## config.mk

```make
export PLATFORM = sky130hd
export DESIGN_NAME = sram_frame_reader
export DESIGN_NICKNAME = d
export VERILOG_FILES = /design/src/rtl/sram_frame_reader.sv
export SDC_FILE = /design/constraint.sdc
export NUM_CORES = 1
export LEC_CHECK = 0
export ABC_AREA = 1
export BUFFER_PORTS_ARGS = -buffer_cell sky130_fd_sc_hd__buf_2
export CAP_MARGIN = 0
export CORE_MARGIN = 5
export CORE_UTILIZATION = 45
export CTS_BUF_LIST = sky130_fd_sc_hd__clkbuf_4
export DETAILED_ROUTE_END_ITERATION = 10
export PLACE_DENSITY = 0.66
export SLEW_MARGIN = 10
export SYNTH_ARGS = -nofsm -noshare
export SYNTH_HDL_FRONTEND = slang
export SYNTH_SLANG_ARGS = --single-unit
```

## constraint.sdc

```tcl
create_clock -name clk -period 4.8 [get_ports clk]
set_input_delay 0.72 -clock clk [delete_from_list [all_inputs] [get_ports clk]]
set_output_delay 0.72 -clock clk [all_outputs]
set_load 0.05 [all_outputs]
```

## src/rtl/sram_frame_reader.sv

```systemverilog
`timescale 1ns/1ps
`default_nettype none
// ============================================================================
// Module      : sram_frame_reader
// Description : Read-side master for the 8-bit pixel SRAM (port 2). Scans one
//               WIDTH x HEIGHT frame in raster order and emits it as a
//               ready/valid pixel stream with start/end-of-packet markers. A
//               4-entry output FIFO absorbs the one-cycle SRAM read latency
//               against downstream backpressure.
// Ports       : clk, reset_n (async, active-low), enable (frame start level)
//               sram_* : SRAM port-2 read master (address/chipselect/readdata;
//                        write/writedata/clken tied off)
//               st_*   : pixel stream source (data/valid/ready/sop/eop)
//               busy   : high while a frame is being read or drained
//               frame_done : one-cycle pulse after the eop beat is accepted
// Revision    : 1.0 - initial release
// ============================================================================
module sram_frame_reader #(
    parameter int                WIDTH     = 320,
    parameter int                HEIGHT    = 240,
    parameter int                ADDR_W    = 17,
    parameter logic [ADDR_W-1:0] BASE_ADDR = '0
) (
    input  logic              clk,
    input  logic              reset_n,
    input  logic              enable,
    output logic [ADDR_W-1:0] sram_address,
    output logic              sram_chipselect,
    output logic              sram_write,
    output logic [7:0]        sram_writedata,
    output logic              sram_clken,
    input  logic [7:0]        sram_readdata,
    output logic [7:0]        st_data,
    output logic              st_valid,
    input  logic              st_ready,
    output logic              st_sop,
    output logic              st_eop,
    output logic              busy,
    output logic              frame_done
);

    localparam int c_NPIX       = WIDTH * HEIGHT;
    localparam int c_PIX_W      = (c_NPIX > 1) ? $clog2(c_NPIX) : 1;
    localparam int c_X_W        = (WIDTH > 1) ? $clog2(WIDTH) : 1;
    localparam int c_Y_W        = (HEIGHT > 1) ? $clog2(HEIGHT) : 1;
    localparam int c_FIFO_DEPTH = 4;

    localparam logic [c_X_W-1:0] c_X_LAST = c_X_W'(WIDTH - 1);
    localparam logic [c_Y_W-1:0] c_Y_LAST = c_Y_W'(HEIGHT - 1);

    typedef enum logic [1:0] {
        S_IDLE  = 2'd0,
        S_RUN   = 2'd1,
        S_DRAIN = 2'd2
    } state_t;

    state_t r_state;
    state_t w_state_nxt;

    // Scan position: linear index drives the address, x/y drive the tags.
    logic [c_PIX_W-1:0] r_pix;
    logic [c_X_W-1:0]   r_x;
    logic [c_Y_W-1:0]   r_y;

    // Read in flight: tags registered alongside the issue so they line up
    // with sram_readdata one cycle later.
    logic r_inflight;
    logic r_tag_sop;
    logic r_tag_eop;

    // Output FIFO, entries are {eop, sop, data}.
    logic [9:0] r_fifo [0:c_FIFO_DEPTH-1];
    logic [1:0] r_wptr;
    logic [1:0] r_rptr;
    logic [2:0] r_count;

    logic r_frame_done;

    logic       w_pop;
    logic       w_push;
    logic [3:0] w_occ;
    logic       w_issue;
    logic       w_restart;
    logic       w_first;
    logic       w_last;
    logic [9:0] w_head;
    logic       w_eop_accept;

    // ------------------------------------------------------------------
    // Datapath decode
    // ------------------------------------------------------------------
    always_comb begin
        w_head       = r_fifo[r_rptr];
        w_pop        = (r_count != 3'd0) && st_ready;
        w_push       = r_inflight;
        // Slots already claimed: stored entries plus the read whose data
        // lands this cycle, minus the entry leaving this cycle.
        w_occ        = {1'b0, r_count} + {3'b000, r_inflight} - {3'b000, w_pop};
        w_first      = (r_x == '0) && (r_y == '0);
        w_last       = (r_x == c_X_LAST) && (r_y == c_Y_LAST);
        w_eop_accept = w_pop && w_head[9];
    end

    // ------------------------------------------------------------------
    // Frame FSM: state register
    // ------------------------------------------------------------------
    always_ff @(posedge clk or negedge reset_n) begin
        if (!reset_n) begin
            r_state <= S_IDLE;
        end else begin
            r_state <= w_state_nxt;
        end
    end

    // ------------------------------------------------------------------
    // Frame FSM: next state, issue and scan restart
    // ------------------------------------------------------------------
    always_comb begin
        w_state_nxt = r_state;
        w_issue     = 1'b0;
        w_restart   = 1'b0;
        case (r_state)
            S_IDLE: begin
                if (enable) begin
                    w_state_nxt = S_RUN;
                    w_restart   = 1'b1;
                end
            end
            S_RUN: begin
                if (w_occ < 4'(c_FIFO_DEPTH)) begin
                    w_issue = 1'b1;
                    if (w_last) begin
                        w_state_nxt = S_DRAIN;
                    end
                end
            end
            S_DRAIN: begin
                // enable is only looked at here and in IDLE, so dropping it
                // mid-frame never truncates a frame.
                if (w_eop_accept) begin
                    if (enable) begin
                        w_state_nxt = S_RUN;
                        w_restart   = 1'b1;
                    end else begin
                        w_state_nxt = S_IDLE;
                    end
                end
            end
            default: begin
                w_state_nxt = S_IDLE;
            end
        endcase
    end

    // ------------------------------------------------------------------
    // Scan counters: advance only on an issue; hold on the last pixel
    // ------------------------------------------------------------------
    always_ff @(posedge clk or negedge reset_n) begin
        if (!reset_n) begin
            r_pix <= '0;
            r_x   <= '0;
            r_y   <= '0;
        end else if (w_restart) begin
            r_pix <= '0;
            r_x   <= '0;
            r_y   <= '0;
        end else if (w_issue && !w_last) begin
            r_pix <= r_pix + c_PIX_W'(1);
            if (r_x == c_X_LAST) begin
                r_x <= '0;
                r_y <= r_y + c_Y_W'(1);
            end else begin
                r_x <= r_x + c_X_W'(1);
            end
        end
    end

    // ------------------------------------------------------------------
    // Read tracking
    // ------------------------------------------------------------------
    always_ff @(posedge clk or negedge reset_n) begin
        if (!reset_n) begin
            r_inflight <= 1'b0;
            r_tag_sop  <= 1'b0;
            r_tag_eop  <= 1'b0;
        end else begin
            r_inflight <= w_issue;
            r_tag_sop  <= w_issue && w_first;
            r_tag_eop  <= w_issue && w_last;
        end
    end

    // ------------------------------------------------------------------
    // Output FIFO. On a simultaneous push/pop at count==1 the read pointer
    // moves onto the slot being written, so the new entry is the next head.
    // ------------------------------------------------------------------
    always_ff @(posedge clk or negedge reset_n) begin
        if (!reset_n) begin
            for (int i = 0; i < c_FIFO_DEPTH; i++) begin
                r_fifo[i] <= '0;
            end
            r_wptr  <= 2'd0;
            r_rptr  <= 2'd0;
            r_count <= 3'd0;
        end else begin
            if (w_push) begin
                r_fifo[r_wptr] <= {r_tag_eop, r_tag_sop, sram_readdata};
                r_wptr         <= r_wptr + 2'd1;
            end
            if (w_pop) begin
                r_rptr <= r_rptr + 2'd1;
            end
            case ({w_push, w_pop})
                2'b10:   r_count <= r_count + 3'd1;
                2'b01:   r_count <= r_count - 3'd1;
                default: r_count <= r_count;
            endcase
        end
    end

    // ------------------------------------------------------------------
    // Frame completion pulse
    // ------------------------------------------------------------------
    always_ff @(posedge clk or negedge reset_n) begin
        if (!reset_n) begin
            r_frame_done <= 1'b0;
        end else begin
            r_frame_done <= (r_state == S_DRAIN) && w_eop_accept;
        end
    end

    // ------------------------------------------------------------------
    // Outputs
    // ------------------------------------------------------------------
    assign sram_address    = BASE_ADDR + ADDR_W'(r_pix);
    assign sram_chipselect = w_issue;
    assign sram_write      = 1'b0;
    assign sram_writedata  = 8'h00;
    assign sram_clken      = 1'b1;

    assign st_valid   = (r_count != 3'd0);
    assign st_data    = w_head[7:0];
    // Markers gated by valid so a stale head never shows sop/eop.
    assign st_sop     = st_valid && w_head[8];
    assign st_eop     = st_valid && w_head[9];
    assign busy       = (r_state != S_IDLE);
    assign frame_done = r_frame_done;

endmodule
`default_nettype wire

```

==> results.cfg, run 1 <==
[global_routing]
grt_pass1_vias = 3674
met2_usage = 0.281
gr-usage-met1 = 0.221
grt_pass1_wl_um = 17500
grt_overflow = 0
grt_max_degree = 46
antenna_found_initial = 0
busiest_layer = met2
gr-usage-all-layers = 0.166
met3_usage = 0.0253

[worst_setup_path]
slowest_delay_ps = 860
cp_max_fo = 25
worstPathRequired_ps = 4080
worst_setup_path_end_kind = output pin
cp-start-kind = flop
worstPathCellList = inv_1 > o21ai_0 > o22ai_1 > buf_2
regToRegEndpoint = r_y[7]$_DFFE_PN0P_
rr_worst_depth = 10
criticalPathCategory = flop to output pin
r2r_slack_ps = 2220
worstPathArrival_ps = 2430
r2r-start = r_rptr[0]$_DFFE_PN0P_
slowest_stage = dfrtp_1
cp-startpoint = r_rptr[0]$_DFFE_PN0P_

[timing]
period_minus_slack_ps = 3150
tns_ps = 0
final-max-slew-violation-count = 0
worstMarginPinSlew_ps = 767
timing.fmax_ghz = 0.317
rsz0062_at_grt = no
slew_headroom = 0.489
fin_crit_sh = 0.657
skew_ps = 29.0
setup_viol = 0
hold_viol_final = 0

[synthesis]
synth-seq-cells = 87
synth_cell_types = 37
ys_seq_area_frac = 0.463
netlist_area_mm2 = 0.00470
synth_edf_count = 0
synthFlopType = dfrtp_1
syn-mean-instance-area_um2 = 8.10
syn_inst = 580
ys.warnings.count = 0
async_reset_ff_frac = 1.00

[floorplanning]
die_y_um = 112
ios = 53
core_area_mm2 = 0.0103
start_util = 0.457
fp-row-count = 37
die-area_mm2 = 0.0126
die_x_um = 112

[finish]
diodes = 0
final_nets = 634
synthToLayoutAreaGrowth_pct = 7.46
drive_above_1_share = 0.143

[cts]
post_cts.repair.setup_buffers = 0
cts_buffers = 9
clock_latency_ps = 460
clockRootBuffer = clkbuf_4
cts.reportedPaths.clkPinSlew_ps = 160
h-tree-depth = 3
cts_tree = done
postCtsResizedCells = 0
holdBufCountCts = 0
cts_sinks = 87
clk_path_buf_depth = 2

[detailed_routing]
drc = 0
vias = 3801
drt-pass1-iter-count = 4
drt-initial-drc-count = 219
wire_per_inst_um = 13.3
ant_nets = 0
wirelength_um = 10000
vias_per_cell = 5.06

[flow_run]
drv_cap = 0

[status]
status = finished, final reports clean

[placed_design]
hpwl_um = 6830
port_buffers = 42
place.gp.congestion = 0.829

[hold_path]
hold_path_class = input port to asynchronous set/reset pin

[power]
vdd_drop_max_mv = 0.342
total_power_mw = 3.02
p_leak_nw = 2.54
power.density_mw_per_mm2 = 598
## per-stage QoR
stage,worst slack [ps],cell area (µm²),util,cells,hold slack [ps]
2_1_floorplan,2150,4730,-,588,410
3_3_place_gp,1980,4920,0.479,735,420
3_5_place_dp,1920,4920,0.479,735,431
4_1_cts,1650,5050,0.491,751,236
5_1_grt,1440,5050,0.491,751,273
6_report,1650,5050,0.491,751,238
## power by group
| group | total [mW] | internal (mW) | switching, mW |
|---|---|---|---|
| Clock | 0.397 | 0.120 | 0.276 |
| Combinational | 1.47 | 0.409 | 1.07 |
| Sequential | 1.15 | 0.962 | 0.187 |
## logic make-up (layout without fill, tap and decap cells)
| family | after synthesis | in the layout | synth area share |
|---|---|---|---|
| AND/OR/NAND/NOR | 288 | 288 | 0.281 |
| XOR/XNOR | 23 | 23 | 0.0429 |
| AO/OA/AOI/OAI | 83 | 83 | 0.0913 |
| adder cells (fa/ha/maj) | 12 | 12 | 0.0336 |
| other | 2 | 10 | 0.00160 |
| multiplexers | 1 | 1 | 0.00240 |
| buffers and inverters | 84 | 111 | 0.0842 |
| flip-flops | 87 | 87 | 0.463 |
## Yosys cell counts, drive strengths merged, types with 4 or more instances
| library cell | count | area (µm²) |
|---|---|---|
| a21oi | 4 | 20.0 |
| buf | 18 | 145 |
| nor2 | 62 | 248 |
| nand2 | 157 | 614 |
| inv | 52 | 198 |
| nor3 | 8 | 40.0 |
| xnor2 | 5 | 43.8 |
| ha | 11 | 138 |
| or2 | 6 | 37.5 |
| nand3 | 29 | 178 |
| nor4 | 7 | 65.1 |
| o22ai | 8 | 50.1 |
| nand4 | 17 | 121 |
| clkbuf | 14 | 52.6 |
| o21ai | 70 | 350 |
| xor2 | 18 | 158 |
| dfrtp | 87 | 2180 |
## cell type report
class | count | area [µm²]
flip-flops and latches | 87 | 2180
clock inverters | 6 | 52.6
well taps | 136 | 170
clock buffers | 10 | 75.1
multi-input cells | 417 | 2160
repair buffers | 43 | 220
fillers | 1051 | 5230
inverters | 52 | 198
## state kept, by name, summed over array words and instances, names as in the netlist
name,cells
r_fifo,40
r_pix,17
r_x,9
r_y,8
r_count,3
r_rptr,2
r_state,2
r_wptr,2
frame_done,1
r_inflight,1
r_tag_eop,1
r_tag_sop,1
## how the worst max path moves through the flow
stage | end | slack, ps | cells past startpoint
2_1_floorplan | sram_chipselect | 2150 | 10
3_3_place_gp | sram_chipselect | 1980 | 12
3_5_place_dp | sram_chipselect | 1920 | 12
4_1_cts | st_data[4] | 1650 | 4
5_1_grt | st_data[7] | 1440 | 4
6_report | st_data[4] | 1650 | 4
## metal layers
| metal | vias to the layer above | wire [µm] |
|---|---|---|
| li1 | 1909 | - |
| met1 | 1798 | 4570 |
| met2 | 83 | 4810 |
| met3 | 11 | 484 |
| met4 | 0 | 128 |
| met5 | - | 0 |
## layout by cell type, fill, tap and decap left out, types with 8 or more instances in the layout
master,instances
inv_1,48
xor2_1,18
clkbuf_4,10
o22ai_1,8
nor3_1,8
dfrtp_1,87
nand4_1,16
nand2_1,149
conb_1,10
nor2_1,58
o21ai_0,63
nand3_1,24
buf_2,41
ha_1,11
## worst max-delay path, delay by kind of cell, from the launching register on
| family | cells | cell delay [ps] |
|---|---|---|
| flops | 1 | 860 |
| buf+inv | 2 | 710 |
| compound gates | 2 | 410 |
Power figures use the tool's default switching activity.
==> inputs of run 2 (changes only) <==
--- a/config.mk
+++ b/config.mk
@@ -5,14 +5,14 @@
 export SDC_FILE = /design/constraint.sdc
 export NUM_CORES = 1
 export LEC_CHECK = 0
-export ABC_AREA = 1
+export ABC_AREA = 0
 export BUFFER_PORTS_ARGS = -buffer_cell sky130_fd_sc_hd__buf_2
 export CAP_MARGIN = 0
 export CORE_MARGIN = 5
 export CORE_UTILIZATION = 45
 export CTS_BUF_LIST = sky130_fd_sc_hd__clkbuf_4
 export DETAILED_ROUTE_END_ITERATION = 10
-export PLACE_DENSITY = 0.66
+export PLACE_DENSITY = 0.69
 export SLEW_MARGIN = 10
 export SYNTH_ARGS = -nofsm -noshare
 export SYNTH_HDL_FRONTEND = slang
==> constraint.sdc (replaced) <==
create_clock -name clk -period 2.8 [get_ports clk]
set_input_delay 0.42 -clock clk [delete_from_list [all_inputs] [get_ports clk]]
set_output_delay 0.42 -clock clk [all_outputs]
set_load 0.05 [all_outputs]
==> run 2 against run 1 <==
The flow now finishes with violations (setup timing); utilization is 5.9 points higher; critical path depth up 4; via count fell by 11%; global-route usage up 0.54 points; critical path type unchanged; critical endpoint is now sram_chipselect.
==> results.cfg, run 2 <==
[cts]
cts_sinks = 87
clockRootBuffer = clkbuf_4
cts_buffers = 9
cts_tree = done
cts.reportedPaths.clkPinSlew_ps = 170
holdBufCountCts = 0
clock_latency_ps = 450
clk_path_buf_depth = 2
h-tree-depth = 3

[timing]
setup_viol = 19
slew_headroom = 0.501
period_minus_slack_ps = 3030
fin_crit_sh = 1.08
tns_ps = -1200
hold_ws_ps = 6.71
rsz0062_at_grt = yes
hold_viol_final = 0
worstMarginPinSlew_ps = 749
skew_ps = 21.2
worst_slack_ps = -235
timing.fmax_ghz = 0.330
final-max-slew-violation-count = 0

[finish]
fin_cells = 596
stdcell_area_mm2 = 0.00538
reg.largest.list = r_fifo x40, r_pix x17, r_x x9
final_cell_mix = dfrtp_1 (86), mux2_2 (40), buf_2 (40), nand2_1 (25), buf_4 (21)
final_common_cell = dfrtp_1
final_nets = 482
synthToLayoutAreaGrowth_pct = 18.7
diodes = 0
largest_reg_flops = 40
fillers = 880
regMostFlops = r_fifo
drive_above_1_share = 0.397

[synthesis]
synth_xor_area_frac = 0.0116
syn-mean-instance-area_um2 = 11.4
yosys.area.top_type = dfrtp_1
netlist_area_mm2 = 0.00453
synth_cell_types = 54
synthTopCellsByCount = dfrtp_1 (87), mux2_2 (40), nand2_1 (26), a21oi_1 (25), or4_1 (21)
ys_seq_area_frac = 0.481
synth-compound-area-share = 0.102
ys.warnings.count = 0
yosys.area_share.simple = 0.151
synth_top_family_by_area = multiplexers
syn_inst = 398
synth.area.mux_share = 0.167
synth-seq-cells = 87
synth_area_leaders = dfrtp_1 (48%), mux2_2 (9.9%), mux4_2 (5.0%)
synthFlopType = dfrtp_1
yosysMostFrequentCell = dfrtp_1
synthAdderAreaFrac = 0.0348
async_reset_ff_frac = 1.00
synth_top_area_frac = 0.481
synth_edf_count = 0

[worst_setup_path]
worstPathArrival_ps = 2610
r2r-start = r_count[2]$_DFFE_PN0P_
rr_worst_depth = 11
worst_setup_path_end_kind = output pin
regToRegEndpoint = r_pix[12]$_DFFE_PN0P_
worstPathRequired_ps = 2380
r2r_slack_ps = -80
cp_max_fo = 2
criticalPathCategory = flop to output pin
cp-start-kind = flop

[detailed_routing]
vias = 3370
drc = 0
ant_nets = 0
drt-pass1-iter-count = 4
wirelength_um = 10200
wire_per_inst_um = 17.2
vias_per_cell = 5.65
drt-initial-drc-count = 95

[power]
power.density_mw_per_mm2 = 1060
vdd_drop_max_mv = 0.784
total_power_mw = 5.70
p_leak_nw = 2.32

[global_routing]
gr-usage-met1 = 0.212
grt_pass1_vias = 3448
grt_pass1_wl_um = 16500
grt_max_degree = 59
met2_usage = 0.308
antenna_found_initial = 0
gr-usage-all-layers = 0.172
busiest_layer = met2
met3_usage = 0.0349
grt_overflow = 0

[floorplanning]
die_y_um = 110
fp-row-count = 36
start_util = 0.463
ios = 53
core_area_mm2 = 0.00977
die-area_mm2 = 0.0122
die_x_um = 110

[status]
status = finished with violations
violations = setup timing

[placed_design]
hpwl_um = 6630
port_buffers = 42
place_inst = 568
place.gp.congestion = 0.825
dpl_cell_area_mm2 = 0.00492

[flow_run]
drv_cap = 0

[hold_path]
hold_path_class = input port to asynchronous set/reset pin
[run 2: cell types whose count changed in the layout (fill, tap and decap cells not counted), moves of 10 or more]
cell	before	now
buf_4	2	21
or4_4	0	16
nand2_1	149	25
a21oi_2	0	17
mux4_2	0	10
xor2_1	18	2
nand3_1	24	14
mux2_2	1	40
o31ai_1	0	18
o21ai_0	63	4
inv_1	48	16
nor2_1	58	8
[run 2: layer usage]
layer	wire (µm)	vias up
li1	-	1577
met1	4470	1721
met2	5320	65
met3	380	7
met4	74	0
met5	0	-
[run 2: cell type report]
| cell class | count | area [µm²] | area share |
|---|---|---|---|
| flip-flops and latches | 87 | 2180 | 0.405 |
| inverters | 17 | 63.8 | 0.0119 |
| well taps | 133 | 166 | 0.0310 |
| repair buffers | 69 | 500 | 0.0931 |
| multi-input cells | 274 | 2320 | 0.432 |
| clock inverters | 7 | 73.8 | 0.0137 |
| clock buffers | 9 | 67.6 | 0.0126 |
[run 2: power breakdown]
part	leakage, nW	internal (mW)	switching, mW	total [mW]
logic	1.13	1.34	1.72	3.06
registers	1.11	1.64	0.277	1.91
clock network	0.0777	0.213	0.507	0.720
[run 2: repair_timing]
action                     in CTS  in global routing
pin swaps                       2                 20
setup endpoints to repair       1                 20
cloned                          0                  3
hold endpoints to repair        0                  0
setup buffers                   4                  6
resized for setup               7                 41
[run 2: per-stage QoR]
step                 util  setup slack [ps]
floorplan               -              49.1
global placement    0.504              97.6
detailed placement  0.504              46.3
CTS                 0.523              -254
global route        0.550              -343
finish              0.550              -235
[run 2: worst max path at each step]
stage	startpoint	cells after the start	slack [ps]	end
final	r_count[2]$_DFFE_PN0P_	8	-230	sram_chipselect
after global routing	r_count[2]$_DFFE_PN0P_	8	-340	sram_chipselect
after CTS	r_count[0]$_DFFE_PN0P_	8	-250	sram_chipselect
after floorplan	r_count[0]$_DFFE_PN0P_	12	50	r_pix[2]$_DFFE_PN0P_
after global placement	st_ready	10	100	r_x[8]$_DFFE_PN0P_
after detailed placement	r_count[1]$_DFFE_PN0P_	9	50	r_x[8]$_DFFE_PN0P_
[run 2: cell families (layout without fill, tap and decap cells)]
logic type | count (synthesis) | after routing
simple gates | 119 | 119
flops | 87 | 87
compound gates | 69 | 69
mux | 58 | 58
buf+inv | 45 | 102
fa+ha+maj | 12 | 12
xor+xnor | 6 | 6
other cells | 2 | 10
[run 2: critical path, cell delays in order, from the launching register on]
cell and delay [ps]:
dfrtp_2 440, o31a_1 310, nand2_2 90, ha_4 190, and4b_2 240, a311oi_4 310, mux2i_4 350, inv_2 80
buf_8 150
